===== config.mk =====
export PLATFORM = sky130hd
export DESIGN_NAME = aes_cmd_seq
export DESIGN_NICKNAME = d
export VERILOG_FILES = /design/src/rtl/aes_cmd_seq.sv
export SDC_FILE = /design/constraint.sdc
export NUM_CORES = 1
export LEC_CHECK = 0
export ABC_CLOCK_PERIOD_IN_PS = 2600
export CAP_MARGIN = 25
export CORE_AREA = 2 2 253 255
export DETAILED_ROUTE_END_ITERATION = 6
export DIE_AREA = 0 0 255 257
export PLACE_DENSITY = 0.65
export SLEW_MARGIN = 20
export SYNTH_ARGS = -nofsm -noshare
export SYNTH_HDL_FRONTEND = slang
export SYNTH_SLANG_ARGS = --single-unit

===== constraint.sdc =====
create_clock -name clk -period 2.6 [get_ports clk]
set_clock_uncertainty 0.15 [all_clocks]
set_input_delay 0.78 -clock clk [delete_from_list [all_inputs] [get_ports clk]]
set_output_delay 0.78 -clock clk [all_outputs]
set_load 0.02 [all_outputs]

===== src/rtl/aes_cmd_seq.sv =====
// aes_cmd_seq: command sequencer in front of aes_top.
//
// Accepts key-load / encrypt commands over a valid/ready handshake, holds the
// key and plaintext operands stable, pulses aes_en with the matching ctrl code,
// waits for aes_en_o (bounded by a watchdog), checks the status bit for the op,
// and returns ciphertext or an error code over a valid/ready response channel.
// Tracks whether a valid expanded key is resident (key_loaded).
//
// Ports:
//   clk, reset            single clock, synchronous active-high reset
//   cmd_valid/cmd_ready   command handshake; cmd_op 0=key load, 1=encrypt
//   cmd_data              key (key load) or plaintext in [0:BLK_S-1] (encrypt)
//   rsp_valid/rsp_ready   response handshake
//   rsp_data, rsp_err     ciphertext / error (00 OK, 01 NOKEY, 10 TIMEOUT, 11 STATUS)
//   key_loaded            expanded key resident and valid
//   aes_en, aes_ctrl      one-cycle start pulse and op code to aes_top
//   aes_key, aes_plaintext registered operands to aes_top
//   aes_en_o, aes_status, aes_ciphertext  completion, status and result from aes_top
//
// Width/code macros normally come from aes.vh; fallback values are provided
// here so the block builds stand-alone.

`ifndef KEY_S
`define KEY_S 128
`endif
`ifndef BLK_S
`define BLK_S 128
`endif
`ifndef CTRL_S
`define CTRL_S 2
`endif
`ifndef STATUS_S
`define STATUS_S 4
`endif
`ifndef CTRL_KEY
`define CTRL_KEY 2'b01
`endif
`ifndef CTRL_ENCRYPT
`define CTRL_ENCRYPT 2'b10
`endif
`ifndef S_KEY_MASK
`define S_KEY_MASK 4'b0001
`endif
`ifndef S_CIPHER_MASK
`define S_CIPHER_MASK 4'b0010
`endif

module aes_cmd_seq #(
  parameter int unsigned TIMEOUT_CYCLES = 255
) (
  input  logic                   clk,
  input  logic                   reset,
  input  logic                   cmd_valid,
  output logic                   cmd_ready,
  input  logic                   cmd_op,
  input  logic [0:`KEY_S-1]      cmd_data,
  output logic                   rsp_valid,
  input  logic                   rsp_ready,
  output logic [0:`BLK_S-1]      rsp_data,
  output logic [1:0]             rsp_err,
  output logic                   key_loaded,
  output logic                   aes_en,
  output logic [`CTRL_S-1:0]     aes_ctrl,
  output logic [0:`KEY_S-1]      aes_key,
  output logic [0:`BLK_S-1]      aes_plaintext,
  input  logic                   aes_en_o,
  input  logic [`STATUS_S-1:0]   aes_status,
  input  logic [0:`BLK_S-1]      aes_ciphertext
);

  typedef enum logic [1:0] {IDLE, START, WAIT, RESP} state_t;

  state_t      state, state_nxt;
  logic        op;
  logic [15:0] cnt;
  logic        accept, nokey, done, tmo, status_ok;

  always_comb begin
    state_nxt = state;
    accept    = (state == IDLE) && cmd_valid;
    nokey     = accept && cmd_op && !key_loaded;
    status_ok = op ? |(aes_status & `S_CIPHER_MASK) : |(aes_status & `S_KEY_MASK);
    done      = (state == WAIT) && aes_en_o;
    // cnt counts WAIT cycles already elapsed, so this is the TIMEOUT_CYCLES-th
    // WAIT cycle; completion in the same cycle takes priority.
    tmo       = (state == WAIT) && !aes_en_o && ((cnt + 16'd1) == 16'(TIMEOUT_CYCLES));
    unique case (state)
      IDLE:  if (cmd_valid) state_nxt = nokey ? RESP : START;
      START: state_nxt = WAIT;
      WAIT:  if (done || tmo) state_nxt = RESP;
      RESP:  if (rsp_ready) state_nxt = IDLE;
      default: state_nxt = IDLE;
    endcase
  end

  always_ff @(posedge clk) begin
    if (reset) state <= IDLE;
    else       state <= state_nxt;
  end

  // Handshake/strobe outputs are decoded from the next state so they are
  // registered yet line up with the state they describe.
  always_ff @(posedge clk) begin
    if (reset) begin
      cmd_ready     <= 1'b1;
      rsp_valid     <= 1'b0;
      aes_en        <= 1'b0;
      rsp_data      <= '0;
      rsp_err       <= 2'b00;
      key_loaded    <= 1'b0;
      aes_ctrl      <= '0;
      aes_key       <= '0;
      aes_plaintext <= '0;
      op            <= 1'b0;
      cnt           <= '0;
    end else begin
      cmd_ready <= (state_nxt == IDLE);
      rsp_valid <= (state_nxt == RESP);
      aes_en    <= (state_nxt == START);

      if (accept) begin
        op <= cmd_op;
        if (!cmd_op) begin
          aes_key    <= cmd_data;
          key_loaded <= 1'b0;
          aes_ctrl   <= `CTRL_KEY;
        end else if (key_loaded) begin
          aes_plaintext <= cmd_data[0:`BLK_S-1];
          aes_ctrl      <= `CTRL_ENCRYPT;
        end else begin
          rsp_err  <= 2'b01;
          rsp_data <= '0;
        end
      end

      if (state == START) cnt <= '0;
      else if (state == WAIT) cnt <= cnt + 16'd1;

      if (done) begin
        if (status_ok) begin
          rsp_err  <= 2'b00;
          rsp_data <= op ? aes_ciphertext : '0;
          if (!op) key_loaded <= 1'b1;
        end else begin
          rsp_err  <= 2'b11;
          rsp_data <= '0;
        end
      end else if (tmo) begin
        rsp_err  <= 2'b10;
        rsp_data <= '0;
      end
    end
  end

endmodule


======== After elaboration in Yosys (flattened, before gate mapping) ========
Cells that the tools add are included.
storage, ports and cells
  bits in registers ....................... 411
  input bits .............................. 266
  output and inout port bits .............. 392
  word-level logic and storage cells ...... 66
cells by class
  $add $sub $neg .......................... 1
  equality and inequality tests ........... 8
  mux-type cells .......................... 26
  bitwise logic cells ..................... 1
  reductions and logical operators ........ 18
operators by type and width
  operator                                         count
  two-way mux 128 bit                              7
  two-way mux 2 bit                                12
  adder 16 x 1 -> 16 bit (second input constant)   1
  == test 16 x 8 -> 1 bit (second input constant)  1
  case mux 2 bit (4 select lines)                  1
  == test 2 bit (second input constant)            3
  logical AND 1 bit                                6
  two-way mux 1 bit                                6
  AND reduction 3 bit                              2
  nonzero test 3 bit                               2
  == test 2 x 1 -> 1 bit (second input constant)   2
  logical NOT 2 bit                                2
  AND reduction 2 bit                              2
  != test 3 x 1 -> 1 bit (second input constant)   1
  logical NOT 1 bit                                2
  != test 2 x 1 -> 1 bit (second input constant)   1
  OR reduction 2 bit                               1
  logical OR 1 bit                                 1
  NOT 1 bit                                        1

======== Logic depth before layout (Yosys ltp) ========
  word-level depth ........................ 8
  gate-level depth with buffers ........... 9
  depth with buffers taken out ............ 7

======== Worst setup path before layout ========
No wires, ideal clock.
  path kind ............................... input-to-reg
  start ................................... input aes_en_o
  end ..................................... register rsp_data[61] (netlist bit)
  setup time .............................. 126 ps
  arrival time ............................ 2,248 ps
  data required time ...................... 2,324 ps
  setup slack ............................. 76 ps
  stages on the path ...................... 7
  path buffers ............................ 2
  cells stage by stage .................... nor4bb_1 nand4_1 a211o_1 nor4_4 buf_6 buf_6 o211ai_2
between the ends
  longest elaborated chain between the ends .. 5
  elaborated cells on any way between the ends .. 10
  those cells by class .................... eq/ne: 1; mux: 2; reduce/logical: 7
RTL lines
  what                                                                  RTL line  text
  from (decl)                                                           66        input logic aes_en_o,
  logical NOT 1 bit                                                     86        tmo = (state == WAIT) && !aes_en_o && ((cnt + 16'd1) == 16'(TIMEOUT_CYCLES));
  logical AND 1 bit (2 in series)                                       86
  != test 3 x 1 -> 1 bit (no line) (tied with other cells)              -
  AND reduction 3 bit (no line) or two-way mux 128 bit (tied branches)  -
  to (signal assigned)                                                  142       rsp_data <= op ? aes_ciphertext : '0;
  to (decl)                                                             59        output logic [0:`BLK_S-1] rsp_data,
Several ways; a longest one is shown, not always the timed one.
A chain may end at the register's enable or synchronous reset.

======== Final worst setup path ========
  start ................................... register rsp_data[68] (netlist bit)
  end ..................................... output rsp_data[68] (netlist bit)
No word-level cell between the ends.

==> summary.md <==
| Metric | Value |
|---|---|
| Synth top area share | `between 50% and 60%` |
| Antenna-violating nets left | `0` |
| Worst setup SP type | `flip-flop` |
| CP top delay family | `buffers and inverters` |
| GRT overflow | `0` |
| Total Power | `roughly 15 mW` |
| Total CTS buffers | `48` |
| Global-route wire length before repair | `~91000 um` |
| Drt wl/cell | `roughly 18 um` |
| Max-slew violation count | `0` |
| Synth Register Bits | `~400` |
| Max-slew headroom | `a little over half` |
| Cell internal pwr | `11.6 mW` |
| Vert. Die Dim | `between 200 and 300 um` |
| Cell Pwr Density | `between 500 and 600 nW/um2` |
| Clock Tree Buf Depth | `3` |
| Leak | `10.2 nW` |
| Finish-stage setup viols | `0` |
| Clock transition at path regs | `approximately 0.06 ns` |
| Crit path arrival time | `about 1.6 ns` |
| Number of global-route vias before repair | `approximately 15000` |
| Antenna violations before repair | `6` |
| Critical Path RT | `between 1.5 and 2 ns` |
| Largest net degree at the start of global routing | `131` |
| Rows | `92` |
| Synth top area cells | `dfxtp_1 (51%), nand2_1 (18%), a21oi_1 (8.2%), o21bai_1 (6.0%), o211ai_1 (5.5%)` |
| Tmin final | `about 2.5 ns` |
| Slowest cell on the critical path | `clkdlybuf4s50_1` |
| Max Clk Rate | `between 300 and 400 MHz` |
| MaxCap Viol Count | `0` |
| Sequential-to-total area share from yosys stat | `between 50% and 60%` |
| Pre-CTS WS | `-0.590 ns` |
| Pre-antenna DRT Iters | `5` |
| Buffer and inverter count on the worst path | `1` |
| Core footprint | `approximately 63000 um2` |
| Hold slack | `~0.30 ns` |
| Multi-input gate area | `between 7000 and 8000 um2` |
| Tightest Pin Transition | `0.708 ns` |
| Setup ws final | `about 0.056 ns` |
| Layout cells sized above 1 | `under 10%` |
| Clock share of power | `a little under half` |
| Psw | `3.70 mW` |
| Via/cell ratio | `between 4 and 5` |
| Switching part of the total | `about a quarter` |
| Layout area overhead | `63.4%` |
| Die X | `between 200 and 300 um` |
| TritonCTS clock tree | `yes` |
| Worst VDD drop | `roughly 0.00057 V` |
| Register share of total power | `a little over two fifths` |
| All-Layer GR Usage | `~18%` |
| Clock Latency Late Sink | `roughly 0.59 ns` |
| Hold Crit Class | `flip-flop to flip-flop` |
| CP max FO | `2` |
| Initial Util | `25.5%` |
| Gate Count Post-Synth | `about 2000` |
| DRC Markers | `0` |
| Clock sink total | `roughly 400` |
| WS Path Type | `flip-flop to output port` |
| Status | `finished clean` |
| Final Cycle Share | `around 100%` |
| Primary FF master, synth | `dfxtp_1` |
| Post-CTS Hold Buffers | `0` |
| Fillcell total | `6308` |
| Count of cell types in the netlist | `48` |
| Logic pwr share | `9.9%` |
| Max incr delay on CP | `approximately 0.67 ns` |
| Cell taking the most area after synthesis | `dfxtp_1` |
| PortBufs | `between 600 and 700` |
| Setup crit end kind | `output port` |
| I/O pin count | `between 600 and 700` |
| Root buffer cell | `clkbuf_16` |
| Yosys Warn Count | `0` |
| Async SR Flop Fraction | `0%` |
| DRC marker count from the first detailed-route iteration | `1060` |
| Number of synthesized flops with an enable pin | `0` |
| Gpl congestion | `0.860` |
| Via count | `about 16000` |
| Die ar. | `roughly 66000 um2` |
| Crit path cell chain | `clkdlybuf4s50_1` |
| Synth Net Count | `~2300` |
| Final Hold Fails | `0` |
| Final nets | `2925` |
| H-tree depth | `2` |
| Final WL | `about 63000 um` |
| Post-DP HPWL | `45800 um` |
| Avg Inst Size Synth | `8.03 um2` |
| Cell Area, Synth | `around 16000 um2` |
| Seq. cell area | `about 8000 um2` |
Yosys cell counts, drive strengths merged (2+ instances only):
master  count
nand2b      3
nand2     785
nor3b       2
inv         3
dfxtp     411
a211oi      2
a21boi      2
nand4       6
a21o        2
nand3       7
clkbuf    112
o21ai       2
nor4        5
o211ai    128
xor2       15
nor2       29
a31oi       5
ha          2
xnor2       5
o21bai    128
nor3        5
a21oi     262
buf        48
and3        2
nor2b       5
cell families after synthesis:
logic type	count (synthesis)	share of synthesized area, %
and+or+nand+nor	856	20.9
AOI/OAI and AO/OA	539	21.5
DFF	411	51.4
buffers and inverters	163	4.79
xor gates and xnor gates	20	1.10
adders and majority gates	2	0.156
muxes	1	0.0626
cells in the final DEF (no fill, tap or decap), drive strengths merged, types with 6 or more instances in the layout:
| cell type | count |
|---|---|
| nor2 | 29 |
| clkinv | 15 |
| clkbuf | 64 |
| xor2 | 15 |
| o211ai | 128 |
| dlygate4sd2 | 11 |
| nand2 | 785 |
| a21oi | 262 |
| buf | 119 |
| o21bai | 128 |
| dfxtp | 411 |
| nand3 | 7 |
| nand4 | 6 |
| clkdlybuf4s50 | 638 |
| bufinv | 7 |
power groups by stage:
stage | clock network [mW] | logic (mW) | registers, mW
2_1_floorplan | 0 | 0.374 | 6.79
3_3_place_gp | 0 | 1.52 | 6.63
3_5_place_dp | 0 | 1.52 | 6.64
4_1_cts | 7.45 | 1.52 | 6.50
5_1_grt | 7.69 | 1.62 | 6.51
6_report | 7.27 | 1.52 | 6.50
final timing paths:
check,cells after the start,slack (ns),start,end
worst max register to register,10,0.08,cnt[1],rsp_data[112]
worst min-delay path,2,0.30,aes_key[27],aes_key[27]
worst max-delay path,1,0.06,rsp_data[68],rsp_data[68]
worst min register to register,2,0.30,aes_key[27],aes_key[27]
flip-flops by register name, indices dropped and copies added, names as in the netlist:
register and cells:
aes_key 128, state 2, aes_plaintext 128, rsp_data 128, cmd_ready 1, aes_en 1
cnt 16, rsp_valid 1, op 1, rsp_err 2, key_loaded 1, aes_ctrl 2
through the flow:
stage               cells  cell area [um2]  setup TNS, ns  utilization, %
floorplan            1992            16000              0               -
global placement     3448            24300         -93.57            38.8
finish               3545            26100              0            41.7
CTS                  3535            26000              0            41.5
detailed placement   3448            24300         -95.47            38.8
global route         3544            26100         -0.236            41.7
final cells by class:
type / count / area share (%)
clock inverters: 25 / 1.40
well taps: 846 / 4.05
diodes: 5 / 0.0479
multi-input cells: 1418 / 27.2
inverters: 3 / 0.0431
repair buffers: 775 / 30.7
clock buffers: 62 / 5.14
flip-flops and latches: 411 / 31.5
layer usage:
metal  track usage, %  vias up  part of all wire [%]
met4             8.38        4                   4.2
met5                0        -                 0.042
li1                 -     7970                     -
met2             29.4      463                    48
met3             4.25      141                   6.6
met1             22.2     7405                    42
what timing repair did:
action	4_1_cts	5_1_grt
pin swaps	0	1
cloned	0	1
endpoints found under the setup margin	11	112
gates resized for setup	11	8
setup buffers	0	4
Power figures use the tool's default switching activity.
